--- src/rtl/output_buf_ctrl.sv ---
// Output buffer controller: two PIM captures (group 1, group 2), then a valid/ready hand-off.
// Optional macro OBUF_TIMEOUT_EN adds a PIM response timeout counter and an ERR state.
module output_buf_ctrl #(
    parameter int TIMEOUT_CYCLES = 255
) (
    input  logic clk_i,
    input  logic rst_i,
    input  logic start_i,
    output logic busy_o,
    output logic pim_req_o,
    output logic pim_sel_o,
    input  logic pim_valid_i,
    output logic buf_write_en_1_o,
    output logic buf_write_en_2_o,
    output logic buf_read_en_o,
    output logic out_valid_o,
    input  logic out_ready_i,
    output logic done_o,
    output logic err_o
);

    // The timeout must fit the 16-bit counter and leave room for a non-zero wait.
    if (TIMEOUT_CYCLES < 2 || TIMEOUT_CYCLES > 65535) begin : g_bad_timeout
        $error("TIMEOUT_CYCLES out of range");
    end

`ifdef OBUF_TIMEOUT_EN
    typedef enum logic [2:0] {S_IDLE, S_WAIT1, S_WAIT2, S_SEND, S_ERR} state_t;
`else
    typedef enum logic [1:0] {S_IDLE, S_WAIT1, S_WAIT2, S_SEND} state_t;
`endif

    state_t r_state;
    state_t w_next;
    logic   w_timeout;

    always_ff @(posedge clk_i or posedge rst_i) begin
        if (rst_i) r_state <= S_IDLE;
        else       r_state <= w_next;
    end

`ifdef OBUF_TIMEOUT_EN
    logic [15:0] r_cnt;

    // Counter restarts on every state change, so it is zero on entry to each WAIT.
    always_ff @(posedge clk_i or posedge rst_i) begin
        if (rst_i)                                          r_cnt <= '0;
        else if (w_next != r_state)                         r_cnt <= '0;
        else if (r_state == S_WAIT1 || r_state == S_WAIT2)  r_cnt <= r_cnt + 16'd1;
    end

    assign w_timeout = (r_cnt == 16'(TIMEOUT_CYCLES - 1)) && !pim_valid_i;
`else
    assign w_timeout = 1'b0;
`endif

    always_comb begin
        w_next           = r_state;
        busy_o           = 1'b1;
        pim_req_o        = 1'b0;
        pim_sel_o        = 1'b0;
        buf_write_en_1_o = 1'b0;
        buf_write_en_2_o = 1'b0;
        buf_read_en_o    = 1'b0;
        out_valid_o      = 1'b0;
        done_o           = 1'b0;
        err_o            = 1'b0;
        case (r_state)
            S_IDLE: begin
                busy_o = 1'b0;
                if (start_i) w_next = S_WAIT1;
            end
            S_WAIT1: begin
                pim_req_o        = 1'b1;
                buf_write_en_1_o = pim_valid_i;
                if (pim_valid_i) w_next = S_WAIT2;
`ifdef OBUF_TIMEOUT_EN
                else if (w_timeout) w_next = S_ERR;
`endif
            end
            S_WAIT2: begin
                pim_req_o        = 1'b1;
                pim_sel_o        = 1'b1;
                buf_write_en_2_o = pim_valid_i;
                if (pim_valid_i) w_next = S_SEND;
`ifdef OBUF_TIMEOUT_EN
                else if (w_timeout) w_next = S_ERR;
`endif
            end
            S_SEND: begin
                buf_read_en_o = 1'b1;
                out_valid_o   = 1'b1;
                done_o        = out_ready_i;
                if (out_ready_i) w_next = S_IDLE;
            end
`ifdef OBUF_TIMEOUT_EN
            S_ERR: begin
                err_o = 1'b1;
                if (start_i) w_next = S_WAIT1;
            end
`endif
            default: w_next = S_IDLE;
        endcase
    end

endmodule

--- config.mk ---
export PLATFORM = sky130hd
export DESIGN_NAME = output_buf_ctrl
export DESIGN_NICKNAME = d
export VERILOG_FILES = /design/src/rtl/output_buf_ctrl.sv
export SDC_FILE = /design/constraint.sdc
export NUM_CORES = 1
export LEC_CHECK = 0
export ABC_CLOCK_PERIOD_IN_PS = 3500
export CAP_MARGIN = 20
export CORE_AREA = 2 2 39 41
export DETAILED_ROUTE_END_ITERATION = 6
export DIE_AREA = 0 0 41 43
export PLACE_DENSITY = 0.4
export RECOVER_POWER = 25
export SLEW_MARGIN = 25
export SYNTH_ARGS = -nofsm -noshare
export SYNTH_HDL_FRONTEND = slang
export SYNTH_SLANG_ARGS = --single-unit
--- constraint.sdc ---
create_clock -name clk_i -period 3.5 [get_ports clk_i]
set_input_delay 0.875 -clock clk_i [delete_from_list [all_inputs] [get_ports clk_i]]
set_output_delay 0.875 -clock clk_i [all_outputs]
set_load 0.01 [all_outputs]
==> results of run 1 <==
==> Yosys cell counts <==
cell	number
a211oi_1	1
a32oi_1	1
and2_1	2
and2_2	1
buf_4	2
conb_1	1
dfrtp_1	2
ha_1	5
inv_1	5
mux2_4	1
nand2b_1	2
nor2_1	1
o211ai_2	1
==> worst paths after layout <==
path | start | end | slack [ps] | cells past startpoint
worst max-delay path | pim_valid_i | buf_write_en_2_o | 470 | 3
min in group asynchronous | rst_i | r_state[0] | 940 | 2
worst min-delay path | r_state[1] | r_state[1] | 560 | 1
max in group asynchronous | rst_i | r_state[1] | 2450 | 2
worst max register to register | r_state[0] | r_state[1] | 2070 | 5
worst min register to register | r_state[1] | r_state[1] | 560 | 1
==> cell families after synthesis <==
group                      count (synthesis)  share of synthesized area (%)
and+or+nand+nor                            6                          15.76
buffers and inverters                      7                          14.67
DFF                                        2                          21.74
AOI/OAI and AO/OA                          3                          12.50
muxes                                      1                          6.520
other                                      1                          1.629
adders and majority gates                  5                          27.17
==> power by group through the flow <==
| stage | Clock (mW) | Sequential, mW | Combinational, mW |
|---|---|---|---|
| finish | 0.0501 | 0.0479 | 0.247 |
| CTS | 0.0543 | 0.0483 | 0.252 |
| floorplan | 0 | 0.0460 | 0.151 |
| global route | 0.0572 | 0.0502 | 0.274 |
| detailed placement | 0 | 0.0484 | 0.250 |
| global placement | 0 | 0.0487 | 0.249 |
==> layout make-up <==
class / count / share of cell area (%)
clock buffers: 3 / 5.960
well taps: 16 / 5.298
flip-flops and latches: 2 / 13.25
repair buffers: 12 / 31.79
inverters: 5 / 4.967
multi-input cells: 16 / 38.74
==> per-layer routing <==
layer  part of all wire [%]  wire [um]  global-route usage (%)
met2                     51        228                   9.063
met1                     42        189                   7.074
met3                    6.5         29                   1.571
met4                      0          0                   6.000
met5                      0          0                       0
==> worst reg2reg max path, cell delays in order (launching register included) <==
cell,delay (ps)
dfrtp_1,390
inv_1,130
ha_1,230
nor2_1,70
o211ai_2,180
mux2_4,320
==> out/results.tsv, run 1 <==
stage	metric	value	unit
routing	wl	447	um
logic_synthesis	syn_inst	25	
logic_synthesis	avgSynthCellArea	9.209	um2
clocking	clk_latency	220	ps
pwr	p_sw	128.6	uW
clocking	numCtsBuffers	3	
logic_synthesis	yosys-top-cells-area	ha_1 27%, dfrtp_1 22%, inv_1 8.2%, buf_4 6.5%, mux2_4 6.5%	
sta	rsz0062_at_grt	no	
logic_synthesis	synth_area	230.2	um2
clocking	cts.clk_slew.worst_paths	30	ps
pwr	finalPower	345.1	uW
pwr	internal-power	216.6	uW
routing	vias	201	
logic_synthesis	synth_top_area_cell	ha_1	
sta	slew_viol_final	0	
cells_and_area	syn2layout_area_growth	64.13	%
sta	setup_violations	0	
routing	drc	0	
routing	dr.pass1.iters	1	
logic_synthesis	synth.top_cell.area_share	27.17	%
pwr	p_seq_share	13.9	%
cells_and_area	fin_cells	54	
sta	fin_tns_setup	0	ps
hold_path	holdCritPathClass	reg2reg	
floorplanning	design.core.area	1384	um2
cells_and_area	largest_register_ffs	2	
critical_path	arrival	2150	ps
floorplanning	dieArea	1763	um2
cells_and_area	multi_input_area	146.4	um2
critical_path	startpoint_type	input port	
global_routing	grt_pass1_vias	182	
clocking	cts_resized	0	
critical_path	crit_path_max_fanout	4	
sta	setup_slack	473.9	ps
cells_and_area	final_common_cell	clkdlybuf4s50_1	
cells_and_area	final_area	377.9	um2
cells_and_area	top_register	r_state	
critical_path	crit_chain	dlygate4sd3_1, and2_1, clkdlybuf4s50_1	
floorplanning	ios	14	
routing	drt_iter0_drc	0	
clocking	cts_hold_buf	0	
sta	fmax	0.3305	GHz
clocking	cts.sinks	2	
floorplanning	start_util	16.64	%
placed_design	place_congestion	0.6772	
logic_synthesis	yosys_warnings	0	
logic_synthesis	synth_cell_types	13	
pwr	clkPwrFrac	14.5	%
cells_and_area	reg.largest.list	r_state: 2 flops	
cells_and_area	fill_cells	156	
routing	ant_nets	0	
pwr	powerDensity	913.4	nW/um2
floorplanning	die_w	41	um
logic_synthesis	synth_seq_cells	2	
critical_path	crit_required	2620	ps
pwr	ir_drop	365.2	uV
critical_path	slowest_delay	600	ps
global_routing	grt_overflow_total	0	
cells_and_area	diodes	0	
logic_synthesis	syn-num-nets	35	
pwr	combPwrFrac	71.6	%
critical_path	slowest_stage	dlygate4sd3_1	
critical_path	cp_top_family	buffers and inverters	
routing	vias_per_cell	3.722	
floorplanning	rows	14	
critical_path	cp_num_buf_inv	2	
placed_design	place_ws	542.3	ps
pwr	cellLeakagePower	0.1797	nW
sta	hold_violations	0	
global_routing	grt_max_degree	5	
global_routing	grt_usage	6.325	%
cells_and_area	final_layout_size_suffix_gt1_share	15.79	%
cells_and_area	post-route-util	27.31	%
sta	period_needed	3026	ps
clocking	clockBufferDepth	2	
routing	wl_per_cell	8.278	um
cells_and_area	fin_nets	50	
run_status	outcome	complete, no violations	
global_routing	antenna_found_initial	0	
pwr	p_sw_share	37.25	%
cells_and_area	final_cell_mix	10 x clkdlybuf4s50_1, 5 x inv_1, 5 x ha_1	
clocking	ctsHtreeMaxLevel	1	
sta	skew	0.9780	ps
clocking	cts_setup_buffers	0	
critical_path	end_kind	output pin	
placed_design	port_buffers	12	
clocking	root_buffer	clkbuf_4	
floorplanning	chipHeight	43	um
placed_design	place_hpwl	378.7	um
logic_synthesis	ys_seq_area_share	21.74	%
sta	hold_ws	562.8	ps
cells_and_area	ff_latch_area	50.05	um2
sta	finalCritPeriodShare	86.46	%
global_routing	grt_pass1_wl	710	um
clocking	cts_tree	built	
critical_path	crit_type	in2out	
placed_design	place_inst	51	
placed_design	postPlaceCellArea	355.3	um2
run	drv_cap	0	
Note: power is estimated with default switching activity, not from simulation.
==> run 2: changes to the inputs <==
- SKIP_CTS_REPAIR_TIMING: default -> 1
==> results of run 2 <==
The final DEF is identical to that of run 1; final timing and power are the same.
==> run 3: changes to the inputs <==
- CAP_MARGIN: 20 -> 0
- CTS_CLUSTER_DIAMETER: default -> 40
- CTS_CLUSTER_SIZE: default -> 14
==> results of run 3 <==
The final DEF is identical to that of run 1; final timing and power are the same.
